==> src/rtl/dmem_arbiter.sv <==
// Two-port arbiter/sequencer for the 64-word data memory: fixed priority to
// port 0 with a starvation override for port 1, IDLE -> ACCESS -> RESP per transaction.
module dmem_arbiter #(
  parameter int unsigned DATA_W     = 32,
  parameter int unsigned ADDR_W     = 32,
  parameter int unsigned STARVE_MAX = 4
) (
  input  logic              clk,
  input  logic              reset_n,
  input  logic              m0_req,
  input  logic              m0_we,
  input  logic [ADDR_W-1:0] m0_addr,
  input  logic [DATA_W-1:0] m0_wdata,
  output logic              m0_ack,
  output logic              m0_err,
  output logic [DATA_W-1:0] m0_rdata,
  input  logic              m1_req,
  input  logic              m1_we,
  input  logic [ADDR_W-1:0] m1_addr,
  input  logic [DATA_W-1:0] m1_wdata,
  output logic              m1_ack,
  output logic              m1_err,
  output logic [DATA_W-1:0] m1_rdata,
  output logic              mem_read,
  output logic              mem_write,
  output logic [ADDR_W-1:0] mem_addr,
  output logic [DATA_W-1:0] mem_wdata,
  input  logic [DATA_W-1:0] mem_rdata
);

  typedef enum logic [1:0] {IDLE, ACCESS, RESP} state_e;

  localparam logic [3:0] STARVE_LIM = 4'(STARVE_MAX);

  state_e              state_q, state_d;
  logic                win_q, win_d;
  logic                we_q, we_d;
  logic                err_q, err_d;
  logic [3:0]          starve_q, starve_d;
  logic                ack0_q, ack0_d, ack1_q, ack1_d;
  logic                aerr0_q, aerr0_d, aerr1_q, aerr1_d;
  logic [DATA_W-1:0]   rdata0_q, rdata0_d, rdata1_q, rdata1_d;
  logic                mrd_q, mrd_d, mwr_q, mwr_d;
  logic [ADDR_W-1:0]   maddr_q, maddr_d;
  logic [DATA_W-1:0]   mwdata_q, mwdata_d;

  logic                grant1;
  logic                sel_we;
  logic [ADDR_W-1:0]   sel_addr;
  logic [DATA_W-1:0]   sel_wdata;
  logic                sel_bad;
  logic [DATA_W-1:0]   cap_data;

  assign grant1    = m1_req && (!m0_req || (starve_q == STARVE_LIM));
  assign sel_we    = grant1 ? m1_we    : m0_we;
  assign sel_addr  = grant1 ? m1_addr  : m0_addr;
  assign sel_wdata = grant1 ? m1_wdata : m0_wdata;
  assign sel_bad   = (sel_addr[1:0] != 2'b00) || (|sel_addr[ADDR_W-1:8]);
  assign cap_data  = (!we_q && !err_q) ? mem_rdata : '0;

  always_comb begin
    state_d  = state_q;
    win_d    = win_q;
    we_d     = we_q;
    err_d    = err_q;
    starve_d = starve_q;
    ack0_d   = 1'b0;
    ack1_d   = 1'b0;
    aerr0_d  = 1'b0;
    aerr1_d  = 1'b0;
    rdata0_d = rdata0_q;
    rdata1_d = rdata1_q;
    mrd_d    = 1'b0;
    mwr_d    = 1'b0;
    maddr_d  = '0;
    mwdata_d = '0;
    unique case (state_q)
      IDLE: begin
        if (m0_req || m1_req) begin
          win_d    = grant1;
          we_d     = sel_we;
          err_d    = sel_bad;
          maddr_d  = sel_addr;
          mwdata_d = sel_wdata;
          mrd_d    = !sel_we && !sel_bad;
          mwr_d    = sel_we && !sel_bad;
          state_d  = ACCESS;
        end
        // Counter only moves in IDLE: cleared on a port-1 grant or idle port 1.
        if (grant1 || !m1_req)
          starve_d = '0;
        else if (starve_q != STARVE_LIM)
          starve_d = starve_q + 4'd1;
      end
      ACCESS: begin
        state_d = RESP;
        if (win_q) begin
          ack1_d   = 1'b1;
          aerr1_d  = err_q;
          rdata1_d = cap_data;
        end else begin
          ack0_d   = 1'b1;
          aerr0_d  = err_q;
          rdata0_d = cap_data;
        end
      end
      RESP:    state_d = IDLE;
      default: state_d = IDLE;
    endcase
  end

  always_ff @(posedge clk or negedge reset_n) begin
    if (!reset_n) begin
      state_q  <= IDLE;
      win_q    <= 1'b0;
      we_q     <= 1'b0;
      err_q    <= 1'b0;
      starve_q <= '0;
      ack0_q   <= 1'b0;
      ack1_q   <= 1'b0;
      aerr0_q  <= 1'b0;
      aerr1_q  <= 1'b0;
      rdata0_q <= '0;
      rdata1_q <= '0;
      mrd_q    <= 1'b0;
      mwr_q    <= 1'b0;
      maddr_q  <= '0;
      mwdata_q <= '0;
    end else begin
      state_q  <= state_d;
      win_q    <= win_d;
      we_q     <= we_d;
      err_q    <= err_d;
      starve_q <= starve_d;
      ack0_q   <= ack0_d;
      ack1_q   <= ack1_d;
      aerr0_q  <= aerr0_d;
      aerr1_q  <= aerr1_d;
      rdata0_q <= rdata0_d;
      rdata1_q <= rdata1_d;
      mrd_q    <= mrd_d;
      mwr_q    <= mwr_d;
      maddr_q  <= maddr_d;
      mwdata_q <= mwdata_d;
    end
  end

  assign m0_ack    = ack0_q;
  assign m0_err    = aerr0_q;
  assign m0_rdata  = rdata0_q;
  assign m1_ack    = ack1_q;
  assign m1_err    = aerr1_q;
  assign m1_rdata  = rdata1_q;
  assign mem_read  = mrd_q;
  assign mem_write = mwr_q;
  assign mem_addr  = maddr_q;
  assign mem_wdata = mwdata_q;

endmodule

==> config.mk <==
export PLATFORM = sky130hd
export DESIGN_NAME = dmem_arbiter
export DESIGN_NICKNAME = d
export VERILOG_FILES = /design/src/rtl/dmem_arbiter.sv
export SDC_FILE = /design/constraint.sdc
export NUM_CORES = 1
export LEC_CHECK = 0
export BUFFER_PORTS_ARGS = -buffer_cell sky130_fd_sc_hd__buf_4
export CORE_ASPECT_RATIO = 0.6
export CORE_UTILIZATION = 45
export CTS_CLUSTER_DIAMETER = 120
export DETAILED_ROUTE_END_ITERATION = 10
export GPL_TIMING_DRIVEN = 0
export HOLD_SLACK_MARGIN = 0.08
export MAX_ROUTING_LAYER = met4
export PLACE_DENSITY = 0.86
export SYNTH_ARGS = -nofsm -noshare
export SYNTH_HDL_FRONTEND = slang
export SYNTH_SLANG_ARGS = --single-unit
==> constraint.sdc <==
create_clock -name clk -period 1.75 [get_ports clk]
set_input_delay 0.2625 -clock clk [delete_from_list [all_inputs] [get_ports clk]]
set_output_delay 0.2625 -clock clk [all_outputs]
set_load 0.01 [all_outputs]
==> summary.txt, run 1 <==
Synth
  – Count of warnings emitted by yosys: 0
  – Number of enable-type register cells in the synthesized netlist: 0
  – Syn_area_per_cell: 9.493 um^2
  – Synth async-reset ratio: 100.0%
  – Unique cell type count in the Yosys netlist: 31
  – Primary FF master, synth: dfrtp_1
  – Largest cells by area after synthesis: dfrtp_1, nand2_1, o21ai_0
  – Post-synth top area share: 62.72%
  – Count of mapped cells out of synthesis: 601
  – Post-synthesis instance area: 5705 um^2
  – Flip-flop and latch count after synthesis: 143
  – Syn_nets: 769
  – Dominant cell type by area after synthesis: dfrtp_1
  – Fraction of the yosys area taken by sequential cells: 62.72%

Routing
  – Antenna violation net count after detailed routing: 0
  – Sum of routed wire length over all layers: 18.32 mm
  – Via density: 5.104
  – Routed via count: 5640
  – Number of DRC markers after the initial detailed-route iteration: 302
  – Post-detailed-route DRC marker count: 0
  – First-pass DRT Iterations: 5
  – Drt wl/cell: 16.58 um

Min path
  – Worst hold path class: input port to flop
  – Min-Delay Path Depth: 3

Timing
  – Endpoints failing setup: 0
  – Maximum achievable frequency: 585.2 MHz
  – Unrepaired setup endpoints after global routing: yes
  – Worst slew slack as a fraction of its limit: 56.90%
  – Slew Limit Fails: 0
  – Worst slew pin tran: 0.6465 ns
  – Post-Route Skew: 0.01233 ns
  – Hold Fails Final Rpt: 0
  – Final clock period utilization by the worst path: 97.64%
  – Final critical delay including setup and external delays: 1.709 ns

Cells and area
  – Area added between synthesis and finish: 55.79%
  – Layout Cells excl Fill: 1105
  – Share of cells above drive strength 1: 40.43%
  – Fin area: 8889 um^2
  – Diode count: 0
  – Nets: 1095

Die
  – Die height: 89.22 um
  – Floorplan row count: 31
  – Die Footprint: 13150 um^2
  – Boundary pin count: 300
  – Area inside the core boundary: 12220 um^2
  – Initial Utilization: 46.70%
  – Width of the chip: 147.4 um

Global route
  – GR Overflow Total: 0
  – Overall routing resource usage: 28.86%
  – Antenna violations before repair: 0
  – Vias in the first global route: 5380
  – Largest net degree at the start of global routing: 76
  – First-pass GRT wire length: 27.78 mm

Power and ir drop
  – Pwr Density: 1312 nW/um^2
  – Switching power: 3.908 mW
  – Clock share of power: 29.3%
  – Internal portion of total power: 7.757 mW
  – Reported leakage power: 4.560 nW
  – IR drop worst, VDD: 0.7549 mV
  – Share of total power consumed by net switching: 33.50%
  – Sequential share of power: 38.5%
  – Comb power frac: 32.2%

Placement
  – Post-place instance area: 8188 um^2
  – Global placement routability congestion: 0.9066
  – # placed instances: 1066
  – Detailed Place HPWL: 13.82 mm
  – Port buffer count: 299

CTS
  – Number of buffers created by CTS: 17
  – CTS clock-pin slew for the worst setup and hold paths: 0.06 ns
  – Worst-Skew Late Latency: 0.41 ns
  – Clock tree from TritonCTS: built
  – Number of buffers between clock root and the deepest sink: 2
  – H-tree depth: 4
  – CTS root buf: clkbuf_16
  – TritonCTS sink count: 143

Critical path
  – Worst-case reg-to-reg path depth: 8
  – Worst Setup Start Kind: flop
  – CP max FO: 10
  – Worst EP required: 2.07 ns
  – Setup Crit Path Kind: flop to flop
  – Critical path data arrival time: 2.03 ns
  – Crit. End Element: flop

Status
  – Result of the run: finished, final reports clean

Flow run
  – Number of max-capacitance violations reported: 0
[power by group through the flow]
stage                     clock (mW)  sequential (mW)  combinational (mW)
after floorplan                    0             4.86                1.19
after global placement             0             4.51                3.58
after detailed placement           0             4.55                3.65
after CTS                       3.48             4.49                3.69
after global routing            3.65             4.57                4.10
final                           3.42             4.49                3.75
[final cells by class]
class                           count  area (um^2)
Sequential cell                   143         3578
Fill cell                         911         3329
Timing Repair Buffer              307         2356
Multi-Input combinational cell    414         1921
Clock buffer                       18        429.2
Buffer                             38        241.5
Tap cell                          165        206.4
Clock inverter                     14        133.9
Inverter                            6        22.52
[synth_stat cells, types with 2 or more instances]
cell,number
nor3_1,4
buf_2,17
buf_4,2
clkbuf_1,9
ha_1,2
a21oi_1,66
nand4_1,2
nand2_1,232
o21ai_1,2
nand2b_1,3
o21ai_0,67
nor4_1,10
buf_1,2
inv_1,6
buf_6,8
nand3_1,4
or3_1,2
nor2_1,8
dfrtp_1,143
[cells in the final DEF, fill, tap and decap left out, drive strengths merged]
cell and n:
clkinv 5, a2bb2oi 1, nand3 4, a21boi 1, nand4 2, o21ai 69, or2 1, nand3b 1
o22ai 1, buf 330, mux2 1, a31oi 1, nor2 8, clkinvlp 4, inv 10, a22oi 1
and2b 1, clkbuf 29, dlygate4sd3 4, nand2 232, nor3 5, a21oi 66, or3 2, a21o 1
nand2b 3, bufinv 1, nor4 10, dfrtp 143, ha 2, a21bo 1
[state kept, by name, indices dropped and copies added, names as in the netlist]
| signal | flops |
|---|---|
| err_q | 1 |
| m0_ack | 1 |
| m0_err | 1 |
| m0_rdata | 32 |
| m1_ack | 1 |
| m1_err | 1 |
| m1_rdata | 32 |
| mem_addr | 32 |
| mem_read | 1 |
| mem_wdata | 32 |
| mem_write | 1 |
| starve_q | 4 |
| state_q | 2 |
| we_q | 1 |
| win_q | 1 |
[per-stage QoR]
step | setup TNS, ns | worst slack [ns] | power (mW) | utilization (%) | hold slack (ns)
CTS | 0 | 0.02057 | 11.65 | 71.86 | 0.08138
detailed placement | -0.3156 | -0.04299 | 8.200 | 67.01 | 0.3000
floorplan | 0 | 0.2379 | 6.052 | - | -0.03309
finish | 0 | 0.04128 | 11.66 | 72.75 | 0.09876
global route | -0.1076 | -0.01741 | 12.33 | 72.75 | 0.08271
global placement | -24.93 | -0.1846 | 8.085 | 66.76 | 0.4643
[metal layers]
layer	vias to the layer above	GRT usage (%)	routed length (um)
met4	0	8.903	342
met3	28	7.704	1452
met5	-	-	0
met2	257	46.96	8989
li1	2622	-	-
met1	2733	35.74	7536
[cell families (layout without fill, tap and decap cells)]
logic type                 count (synthesis)  after routing  synth area share, %
adders and majority gates                  2              2               0.4385
DFF                                      143            143                62.72
muxes                                      1              1               0.1974
AOI/OAI and AO/OA                        142            142                12.96
and+or+nand+nor                          269            269                19.23
buffers and inverters                     44            383                4.452
[path summary, 6_finish.rpt]
check	start	end	slack, ns
min in group asynchronous	reset_n	m1_ack	0.42
min reg2reg	m1_rdata[0]	m1_rdata[0]	0.48
max reg2reg	starve_q[0]	mem_wdata[27]	0.04
max in group asynchronous	reset_n	err_q	0.54
max	starve_q[0]	mem_wdata[27]	0.04
min	m0_wdata[3]	mem_wdata[3]	0.1
[critical path: stages (launching register included)]
cell	delay (ns)
dfrtp_1	0.39
inv_1	0.09
ha_2	0.20
nand3b_4	0.11
a21boi_4	0.28
buf_8	0.19
buf_8	0.14
nand2_1	0.06
a21oi_1	0.16
[timing repair]
action / 4_1_cts / 5_1_grt
gates resized for setup: 2 / 14
endpoints found under the setup margin: 16 / 48
hold buffers: 2 / 2
hold endpoints to repair: 69 / 2
gates cloned: 0 / 1
setup buffers: 0 / 2
pin swaps: 0 / 2
No activity file was read; power rests on OpenSTA's default activity.
==> run 2: changes to the inputs <==
--- a/config.mk
+++ b/config.mk
@@ -8,6 +8,7 @@
 export BUFFER_PORTS_ARGS = -buffer_cell sky130_fd_sc_hd__buf_4
 export CORE_ASPECT_RATIO = 0.6
 export CORE_UTILIZATION = 45
+export CTS_BUF_LIST = sky130_fd_sc_hd__clkbuf_4 sky130_fd_sc_hd__clkbuf_8 sky130_fd_sc_hd__clkbuf_16
 export CTS_CLUSTER_DIAMETER = 120
 export DETAILED_ROUTE_END_ITERATION = 10
 export GPL_TIMING_DRIVEN = 0
==> summary.txt, run 2 (synthesized netlist as in run 1, its figures left out) <==
Critical path
  – Largest stage delay on the critical path: 0.39 ns
  – Cell with the largest stage delay on the worst path: dfrtp_1
  – Critical path data arrival time: 2.03 ns
  – CP max FO: 10
  – Crit. End Element: flop
  – Worst EP required: 2.07 ns
  – Setup Crit Path Kind: flop to flop
  – Worst Setup Start Kind: flop
  – Crit-path cells: inv_1, ha_2, nand3b_4, a21boi_4, buf_8, buf_6, nand2_1, a21oi_1

Placement
  – # placed instances: 1066
  – Worst Setup Slack post-DPL: -0.04299 ns
  – Detailed Place HPWL: 13.82 mm
  – Port buffer count: 299
  – Global placement routability congestion: 0.9066

Global route
  – Vias in the first global route: 5367
  – Largest net degree at the start of global routing: 76
  – First-pass GRT wire length: 27.65 mm
  – Overall routing resource usage: 28.74%
  – GR Overflow Total: 0
  – Antenna violations before repair: 0

Die
  – Die Footprint: 13150 um^2
  – Die height: 89.22 um
  – Boundary pin count: 300
  – Initial Utilization: 46.70%
  – Width of the chip: 147.4 um
  – Floorplan row count: 31
  – Area inside the core boundary: 12220 um^2

Routing
  – Post-detailed-route DRC marker count: 0
  – Via density: 5.110
  – Drt wl/cell: 16.58 um
  – Number of DRC markers after the initial detailed-route iteration: 315
  – Routed via count: 5641
  – Sum of routed wire length over all layers: 18.30 mm
  – Antenna violation net count after detailed routing: 0
  – First-pass DRT Iterations: 6

CTS
  – Worst-Skew Late Latency: 0.40 ns
  – Number of buffers created by CTS: 17
  – CTS root buf: clkbuf_16
  – TritonCTS sink count: 143
  – CTS clock-pin slew for the worst setup and hold paths: 0.06 ns
  – H-tree depth: 4
  – Clock tree from TritonCTS: built
  – Number of buffers between clock root and the deepest sink: 2

Status
  – Result of the run: finished, final reports clean

Cells and area
  – Nets: 1094
  – Area occupied by registers: 3578 um^2
  – Count of filler cells inserted in the layout: 921
  – Diode count: 0
  – Layout Cells excl Fill: 1104
  – Area added between synthesis and finish: 55.61%
  – Leading cell type in the layout, fill and taps excluded: buf_4
  – Multi-input gate area: 1917 um^2
  – Final Util: 72.67%
  – Share of cells above drive strength 1: 40.47%
  – Most used cells in the layout excluding fill and tap cells: buf_4, nand2_1, dfrtp_1

Min path
  – Worst hold path class: input port to flop

Timing
  – Maximum achievable frequency: 585.7 MHz
  – Unrepaired setup endpoints after global routing: yes
  – Worst slew slack as a fraction of its limit: 56.63%
  – Post-Route Skew: 0.01206 ns
  – Hold Fails Final Rpt: 0
  – Slew Limit Fails: 0
  – Final critical delay including setup and external delays: 1.707 ns
  – Worst slew pin tran: 0.6506 ns
  – Endpoints failing setup: 0
  – Final clock period utilization by the worst path: 97.56%
  – Setup WS post-layout: 0.04269 ns
  – Total negative setup slack: 0 ns

Power and ir drop
  – Pwr Density: 1315 nW/um^2
  – IR drop worst, VDD: 0.7535 mV
  – Reported leakage power: 4.559 nW
  – Power Total: 11.67 mW

Flow run
  – Number of max-capacitance violations reported: 0
run 2: changes by cell type in the layout (fill, tap and decap cells not counted):
cell	before	now
a21oi_1	56	57
a21oi_2	10	9
clkbuf_1	10	9
clkbuf_4	0	1
dlygate4sd3_1	4	3
run 2: metrics by stage:
stage | hold WS, ns | area (um^2)
after floorplan | -0.03309 | 5705
after global placement | 0.4643 | 8157
after detailed placement | 0.3000 | 8188
after CTS | 0.08116 | 8773
after global routing | 0.08271 | 8879
final | 0.09622 | 8879
run 2: power by group:
group          internal, mW  switching [mW]
sequential             4.11           0.380
clock                  1.99            1.44
combinational          1.66            2.08
run 2: final timing paths:
path | start | end | slack, ns | depth (start not counted)
max | starve_q[0] | mem_wdata[17] | 0.04 | 8
min | m1_addr[4] | mem_addr[4] | 0.1 | 3
max reg2reg | starve_q[0] | mem_wdata[17] | 0.04 | 8
min reg2reg | m1_rdata[0] | m1_rdata[0] | 0.48 | 2
max in group asynchronous | reset_n | err_q | 0.53 | 3
min in group asynchronous | reset_n | m1_ack | 0.42 | 2
run 2: critical path: cells and delay by family (launching register included):
kind | cells | cell delay, ns
flops | 1 | 0.39
buf+inv | 3 | 0.43
fa+ha+maj | 1 | 0.20
compound gates | 2 | 0.43
simple gates | 2 | 0.18
run 2: final cells by class:
class,instances,share of cell area (%)
buffer,38,2.720
clock buffer,18,4.876
clock inverter,14,1.508
inverter,6,0.2537
multi-input combinational,414,21.59
sequential,143,40.30
tap,165,2.325
timing repair buffer,306,26.42
run 2: timing repair:
item                                    CTS  global route
cloned                                    0             1
hold buffers                              1             2
endpoints found under the setup margin   16            48
pin swaps                                 0             2
buffers inserted                          0             2
hold endpoints to repair                 68             2
gates resized for setup                   2            13
run 2: per-layer routing:
layer / vias to the layer above / share of wire, % / global-route usage [%]
met1: 2741 / 41 / 35.70
met5: - / 0 / -
met3: 27 / 7.8 / 7.704
met2: 249 / 49 / 46.57
li1: 2624 / - / -
met4: 0 / 1.8 / 8.903
